## src/rtl/mem_port_arbiter.sv

```systemverilog
// mem_port_arbiter: shares one fixed-latency synchronous memory port between fetch, data and debug requesters.
module mem_port_arbiter #(
  parameter int ADDR_WIDTH  = 26,
  parameter int DATA_WIDTH  = 32,
  parameter int MEM_LATENCY = 2
) (
  input  logic                  CLK,
  input  logic                  RST,
  input  logic                  IF_REQ,
  input  logic [ADDR_WIDTH-1:0] IF_ADDR,
  output logic                  IF_ACK,
  output logic [DATA_WIDTH-1:0] IF_RDATA,
  input  logic                  DM_REQ,
  input  logic                  DM_WE,
  input  logic [ADDR_WIDTH-1:0] DM_ADDR,
  input  logic [DATA_WIDTH-1:0] DM_WDATA,
  output logic                  DM_ACK,
  output logic [DATA_WIDTH-1:0] DM_RDATA,
  input  logic                  DBG_REQ,
  input  logic                  DBG_WE,
  input  logic [ADDR_WIDTH-1:0] DBG_ADDR,
  input  logic [DATA_WIDTH-1:0] DBG_WDATA,
  output logic                  DBG_ACK,
  output logic [DATA_WIDTH-1:0] DBG_RDATA,
  output logic                  MEM_READ,
  output logic                  MEM_WRITE,
  output logic [ADDR_WIDTH-1:0] MEM_ADDR,
  output logic [DATA_WIDTH-1:0] MEM_WDATA,
  input  logic [DATA_WIDTH-1:0] MEM_RDATA,
  output logic [1:0]            GRANT_ID,
  output logic                  BUSY
);
  typedef enum logic [1:0] {IDLE, ACCESS, DONE} state_t;
  state_t state, state_nx;
  logic [1:0] win;
  logic win_we, rr_dm, we_q, last;
  logic [ADDR_WIDTH-1:0] win_addr;
  logic [DATA_WIDTH-1:0] win_wdata;
  logic [2:0] cnt;
  // rr_dm=1 means DM was the last of {IF, DM} served, so IF wins the next tie
  always_comb begin
    win = DBG_REQ ? 2'd3 : (IF_REQ && DM_REQ) ? (rr_dm ? 2'd1 : 2'd2) : IF_REQ ? 2'd1 : DM_REQ ? 2'd2 : 2'd0;
    win_we = (win == 2'd3) ? DBG_WE : (win == 2'd2) ? DM_WE : 1'b0;
    win_addr = (win == 2'd3) ? DBG_ADDR : (win == 2'd2) ? DM_ADDR : IF_ADDR;
    win_wdata = (win == 2'd3) ? DBG_WDATA : DM_WDATA;
    last = (state == ACCESS) && (we_q || cnt == 3'd1);
    state_nx = state;
    if (state == IDLE && win != 2'd0) state_nx = ACCESS;
    else if (last) state_nx = DONE;
    else if (state == DONE) state_nx = IDLE;
  end
  always_ff @(posedge CLK or negedge RST)
    if (!RST) state <= IDLE;
    else state <= state_nx;
  always_ff @(posedge CLK or negedge RST) begin
    if (!RST) begin
      IF_ACK <= 1'b0;
      DM_ACK <= 1'b0;
      DBG_ACK <= 1'b0;
      IF_RDATA <= '0;
      DM_RDATA <= '0;
      DBG_RDATA <= '0;
      MEM_READ <= 1'b0;
      MEM_WRITE <= 1'b0;
      MEM_ADDR <= '0;
      MEM_WDATA <= '0;
      GRANT_ID <= 2'd0;
      cnt <= 3'd0;
      rr_dm <= 1'b0;
      we_q <= 1'b0;
    end else begin
      IF_ACK <= 1'b0;
      DM_ACK <= 1'b0;
      DBG_ACK <= 1'b0;
      if (state == IDLE && win != 2'd0) begin
        GRANT_ID <= win;
        MEM_ADDR <= win_addr;
        if (win != 2'd1) MEM_WDATA <= win_wdata;
        MEM_READ <= !win_we;
        MEM_WRITE <= win_we;
        we_q <= win_we;
        cnt <= 3'(MEM_LATENCY);
        if (win == 2'd1) rr_dm <= 1'b0;
        if (win == 2'd2) rr_dm <= 1'b1;
      end
      if (state == ACCESS) begin
        MEM_READ <= 1'b0;
        MEM_WRITE <= 1'b0;
        if (cnt != 3'd0) cnt <= cnt - 3'd1;
      end
      if (last) begin
        IF_ACK <= GRANT_ID == 2'd1;
        DM_ACK <= GRANT_ID == 2'd2;
        DBG_ACK <= GRANT_ID == 2'd3;
        if (!we_q && GRANT_ID == 2'd1) IF_RDATA <= MEM_RDATA;
        if (!we_q && GRANT_ID == 2'd2) DM_RDATA <= MEM_RDATA;
        if (!we_q && GRANT_ID == 2'd3) DBG_RDATA <= MEM_RDATA;
      end
      if (state == DONE) GRANT_ID <= 2'd0;
    end
  end
  assign BUSY = state != IDLE;
endmodule
```

## config.mk

```make
export PLATFORM = sky130hd
export DESIGN_NAME = mem_port_arbiter
export DESIGN_NICKNAME = d
export VERILOG_FILES = /design/src/rtl/mem_port_arbiter.sv
export SDC_FILE = /design/constraint.sdc
export NUM_CORES = 1
export LEC_CHECK = 0
export CORE_AREA = 2 2 133 135
export CTS_CLUSTER_SIZE = 12
export DETAILED_ROUTE_END_ITERATION = 8
export DIE_AREA = 0 0 135 137
export DONT_BUFFER_PORTS = 1
export PLACE_DENSITY = 0.55
export SYNTH_ARGS = -nofsm -noshare
export SYNTH_HDL_FRONTEND = slang
export SYNTH_SLANG_ARGS = --single-unit
```

## constraint.sdc

```tcl
create_clock -name CLK -period 2.4 [get_ports CLK]
set_input_delay 0.24 -clock CLK [delete_from_list [all_inputs] [get_ports CLK]]
set_output_delay 0.24 -clock CLK [all_outputs]
set_load 0.005 [all_outputs]
```

==> results of run 1 <==
==> cells in the mapped netlist, drive strengths merged <==
cell type / number
o2bb2ai: 3
nand3: 2
a21o: 1
ha: 7
a21boi: 1
a21oi: 37
mux2i: 58
or2: 1
nor4: 1
a22oi: 1
and4bb: 1
buf: 26
inv: 9
o21ai: 31
mux2: 123
nand2: 29
nor2: 36
nor3b: 1
and3b: 1
or3: 1
nor2b: 2
nand2b: 2
o21bai: 1
a211o: 1
dfrtp: 168
clkbuf: 8
nor3: 5
nand4: 2
a22o: 1
==> final timing paths <==
| check | end | slack, ns | cells past startpoint |
|---|---|---|---|
| hold reg to reg | DM_RDATA[31] | 0.53 | 1 |
| setup reg to reg | DM_RDATA[31] | 0.35 | 6 |
| max in group asynchronous | MEM_WDATA[6] | 2.67 | 0 |
| setup / recovery | DM_RDATA[31] | 0.35 | 6 |
| hold / removal | IF_RDATA[15] | -0.49 | 0 |
| min in group CLK | MEM_WDATA[10] | 0.03 | 2 |
==> registers in the layout (all words and copies together), names as in the netlist <==
| signal | flops |
|---|---|
| MEM_READ | 1 |
| rr_dm | 1 |
| IF_RDATA | 32 |
| MEM_WDATA | 32 |
| DBG_ACK | 1 |
| state | 2 |
| GRANT_ID | 2 |
| we_q | 1 |
| DM_ACK | 1 |
| DBG_RDATA | 32 |
| cnt | 3 |
| DM_RDATA | 32 |
| IF_ACK | 1 |
| MEM_ADDR | 26 |
| MEM_WRITE | 1 |
==> metrics by stage <==
stage	std cells	area [µm²]	utilization, %
CTS	826	8520	49.9
detailed placement	762	7570	44.4
global placement	762	7570	44.4
global route	826	8520	49.9
finish	826	8520	49.9
floorplan	560	7300	-
==> critical path: cells and delay by family, from the launching register on <==
| kind | cells | cell delay, ns |
|---|---|---|
| muxes | 1 | 0.32 |
| adders and majority gates | 1 | 0.17 |
| DFF | 1 | 0.36 |
| buffers and inverters | 2 | 0.43 |
| and+or+nand+nor | 2 | 0.66 |
==> layout make-up <==
| cell class | instances | area (µm²) | area share, % |
|---|---|---|---|
| Tap cell | 225 | 282 | 3.31 |
| Timing Repair Buffer | 43 | 490 | 5.76 |
| Clock inverter | 14 | 193 | 2.26 |
| Multi-Input combinational cell | 349 | 2890 | 33.9 |
| Inverter | 9 | 33.8 | 0.397 |
| Sequential cell | 168 | 4200 | 49.4 |
| Clock buffer | 18 | 429 | 5.04 |
==> kinds of logic (layout without fill, tap and decap cells) <==
kind of cell / Yosys count / after routing
adder cells (fa/ha/maj): 7 / 7
multiplexers: 181 / 181
AO/OA/AOI/OAI: 77 / 77
AND/OR/NAND/NOR: 84 / 84
flip-flops: 168 / 168
buffers and inverters: 43 / 84
==> power breakdown <==
group / internal, mW / total, mW / leakage [nW] / switching, mW
Sequential: 4.09 / 5.22 / 2.03 / 1.12
Clock: 1.67 / 2.84 / 0.298 / 1.17
Combinational: 1.32 / 2.36 / 1.47 / 1.04
==> per-layer routing <==
metal  vias up  GRT usage (%)
li1       2021              -
met1      2195           21.7
met2       218           29.7
met3        13           6.59
met4         0           5.61
met5         -              0
==> impl_metrics.json, run 1 <==
{
  "outcome": "finished with violations",
  "violations": "hold timing",
  "ys_ff_latch": 168,
  "netlist-cell-type-count": 34,
  "hpwl_um": 12100,
  "clockRootBuffer": "clkbuf_16",
  "avgRoutedWirePerCell_um": 20.4,
  "die-height_um": 137,
  "cp.arrival_ns": 2.35,
  "path_max_fanout": 23,
  "drc_errors": 0,
  "dpl_worst_slack_ns": 0.342,
  "synth_area_um2": 7300,
  "worstPathRequired_ns": 2.70,
  "grt_max_degree": 169,
  "drive_above_1_share_pct": 27.8,
  "crit_path_start_kind": "register",
  "slowest_delay_ns": 0.38,
  "ys.warnings.count": 0,
  "synth_compound_area_share_pct": 5.67,
  "start_util_pct": 42.8,
  "fin_setup_tns_ns": 0,
  "area_delta_synth_final_pct": 16.6,
  "cts_tree": "done",
  "num_rows": 48,
  "dr.pass1.iters": 4,
  "cts_made_buffers": 17,
  "synth_area_leaders": "dfrtp_1 (58%), mux2_2 (18%), mux2i_1 (7.9%), a21oi_1 (2.5%), o21ai_0 (2.1%)",
  "gp_congestion": 0.729,
  "ir_drop_mv": 0.456,
  "reg2reg_from": "cnt[1]",
  "grt.overflow.total": 0,
  "ant_nets": 0,
  "slew_headroom_pct": 70.7,
  "fillers": 1514,
  "drt_iter0_drc": 169,
  "io_pins": 343,
  "period_share_pct": 85.5,
  "final_cell_mix": "dfrtp_1 (168), mux2_2 (117), mux2i_1 (58)",
  "hold_path.class": "in2async",
  "slowest_stage": "nand4_2",
  "synthCells": 560,
  "hold-worst-slack_ns": -0.490,
  "power_density_nw_per_um2": 1220,
  "criticalPathCategory": "reg2reg",
  "final_nets": 776,
  "num_antenna_cells": 0,
  "io_buffers": 0,
  "highest-signal-layer": "met4",
  "synth_top_area_cell": "dfrtp_1",
  "max-clock-path-buffers": 2,
  "post_cts_buffers": 0,
  "syn_nets": 748,
  "wl_met3_um": 1670,
  "ctsHoldBuffers": 32,
  "htree_levels": 4,
  "leakagePower_nw": 3.80,
  "clk_pin_slew_worst_paths_ns": 0.07,
  "setup_violations": 0,
  "ys_seq_area_share_pct": 57.6,
  "fmax_mhz": 487,
  "vias": 4447,
  "synth.area.mux_share_pct": 26.9,
  "period_minus_slack_ns": 2.05,
  "antenna_found_initial": 0,
  "synth_xor_area_share_pct": 0,
  "clock_latency_ns": 0.43,
  "grt_usage_pct": 17.9,
  "synth_top_family_by_area": "multiplexers",
  "clock_sink_count": 168,
  "syn-mean-instance-area_um2": 13.0,
  "crit_start": "cnt[1]",
  "slew_violations": 0,
  "wl_um": 16900,
  "synth_top_area_share_pct": 57.6,
  "finalHoldViolCount": 168,
  "ctsResizeCount": 0,
  "grt_pass1_vias": 4505,
  "cp-end-kind": "register",
  "die_area_um2": 18500,
  "die_w_um": 135,
  "grt_pass1_wl_um": 25300,
  "worst_pin_slew_ns": 0.438,
  "rsz0062_at_grt": "no",
  "path_cells": "inv_1 > ha_1 > and4bb_2 > nand4_2 > buf_12 > mux2_1",
  "total_power_mw": 10.4,
  "fin_ws_ns": 0.347,
  "coreArea_um2": 17100,
  "met2WireLength_um": 8460,
  "clock_skew_ns": 0.0168,
  "final_common_cell": "dfrtp_1",
  "synthSimpleGateAreaFrac_pct": 5.52,
  "cap_violations": 0,
  "yosys.area_share.adder_pct": 1.20,
  "drt-met1-wl_um": 6510,
  "routed_via_density": 5.38
}
Power figures use the tool's default switching activity.
==> inputs of run 2 (changes only) <==
Settings changed: ABC_CLOCK_PERIOD_IN_PS set to 1950.
Clock period 2.4 ns to 1.95 ns, I/O delays scaled along.
==> run 2 against run 1 <==
  * The flow still finishes with violations (hold timing)
  * Global-route usage rose by 1.3 points
  * Combinational power rose by 48%
  * Hold slack got worse by 0.046 ns
  * Die area did not move
  * Power rose by 28%
  * Largest power group unchanged
==> impl_metrics.json, run 2 (synthesis gave the netlist of run 1 again) <==
{
  "setup_violations": 0,
  "wl_um": 19100,
  "grt_max_degree": 169,
  "violations": "hold timing",
  "path_cells": "nand2b_4 > a21oi_4 > buf_4 > ha_2 > or3_4 > buf_12 > buf_12 > mux2_2",
  "crit_path_start_kind": "register",
  "gp_congestion": 0.751,
  "slowest_delay_ns": 0.36,
  "routed_via_density": 5.47,
  "design_area_um2": 9290,
  "clock_latency_ns": 0.43,
  "drt_iter0_drc": 172,
  "cts_made_buffers": 17,
  "clock_skew_ns": 0.0114,
  "crit_family": "simple AND/OR/NAND/NOR gates",
  "num_antenna_cells": 0,
  "power_density_nw_per_um2": 1430,
  "rsz0062_at_grt": "yes",
  "cap_violations": 0,
  "die-height_um": 137,
  "clk_pin_slew_worst_paths_ns": 0.07,
  "ant_nets": 0,
  "ir_drop_mv": 0.578,
  "outcome": "finished with violations",
  "grt.overflow.total": 0,
  "io_pins": 343,
  "cts_tree": "done",
  "final_nets": 840,
  "dr.pass1.iters": 4,
  "crit_top_cell": "buf_12",
  "period_share_pct": 97.4,
  "fillers": 1444,
  "clock_sink_count": 168,
  "clockRootBuffer": "clkbuf_16",
  "die_w_um": 135,
  "criticalPathCategory": "reg2reg",
  "finalHoldViolCount": 168,
  "worstPathRequired_ns": 2.26,
  "start_util_pct": 42.8,
  "num_rows": 48,
  "hold_path.class": "in2async",
  "area_delta_synth_final_pct": 27.2,
  "htree_levels": 4,
  "io_buffers": 0,
  "slowest_stage": "dfrtp_1",
  "grt_pass1_vias": 5018,
  "slew_headroom_pct": 77.9,
  "max-clock-path-buffers": 2,
  "hold-worst-slack_ns": -0.536,
  "fin_ws_ns": 0.0505,
  "cp.arrival_ns": 2.21,
  "fin_util_pct": 54.5,
  "drc_errors": 0,
  "die_area_um2": 18500,
  "worst-path-buf-inv": 3,
  "final_cell_mix": "dfrtp_1 (168), mux2_2 (117), dlygate4sd3_1 (78)",
  "grt_pass1_wl_um": 27100,
  "antenna_found_initial": 0,
  "place_area_um2": 7650,
  "avgRoutedWirePerCell_um": 21.4,
  "drive_above_1_share_pct": 29.4,
  "fmax_mhz": 526,
  "cp-end-kind": "register",
  "worst_pin_slew_ns": 0.331,
  "slew_violations": 0,
  "coreArea_um2": 17100,
  "dpl_worst_slack_ns": -0.00799,
  "final_common_cell": "dfrtp_1",
  "period_minus_slack_ns": 1.90,
  "grt_usage_pct": 19.2,
  "leakagePower_nw": 4.12,
  "hpwl_um": 12200,
  "vias": 4861,
  "path_max_fanout": 17
}
==> run 2: cell type report <==
cell class                 count  area [µm²]  share of cell area [%]
tap                          225         282                    3.03
timing repair buffer         107        1230                    13.3
sequential                   168        4200                    45.3
multi-input combinational    349        2950                    31.7
clock buffer                  17         425                    4.58
inverter                       9        33.8                   0.364
clock inverter                14         165                    1.78
==> run 2: what timing repair did <==
action | in CTS | in global routing
hold endpoints to repair | 287 | 170
pin swaps | 3 | 1
gates cloned | 1 | 5
setup buffers | 2 | 4
hold buffers | 75 | 3
endpoints found under the setup margin | 8 | 68
resized for setup | 4 | 14
==> run 2: routing by layer <==
metal	global-route usage, %	vias up	wire [µm]
met5	0	-	0
met4	7.99	0	456
met3	5.85	30	1660
met2	33.4	265	9740
met1	22.0	2401	7210
li1	-	2165	-
==> run 2: worst paths after layout <==
path	slack (ns)	cells past startpoint	startpoint	endpoint
max in group asynchronous	2.26	0	RST	MEM_WDATA[1]
worst min register to register	0.52	1	DM_RDATA[31]	DM_RDATA[31]
worst min-delay path	-0.54	0	RST	IF_RDATA[14]
worst max register to register	0.05	8	rr_dm	MEM_ADDR[4]
worst max-delay path	0.05	8	rr_dm	MEM_ADDR[4]
min in group CLK	0.01	2	DBG_WDATA[8]	MEM_WDATA[8]
==> run 2: metrics by stage <==
| stage | setup TNS, ns | std cells | power, mW |
|---|---|---|---|
| finish | 0 | 889 | 13.3 |
| global route | -0.194 | 889 | 14.0 |
| CTS | 0 | 877 | 13.1 |
| detailed placement | -0.0107 | 768 | 9.46 |
| global placement | 0 | 768 | 9.28 |
| floorplan | 0 | 560 | 8.39 |
==> run 2: power by group <==
part	switching [mW]	internal [mW]	total, mW
sequential	1.38	5.04	6.42
clock	1.47	1.92	3.38
combinational	1.48	2.01	3.50
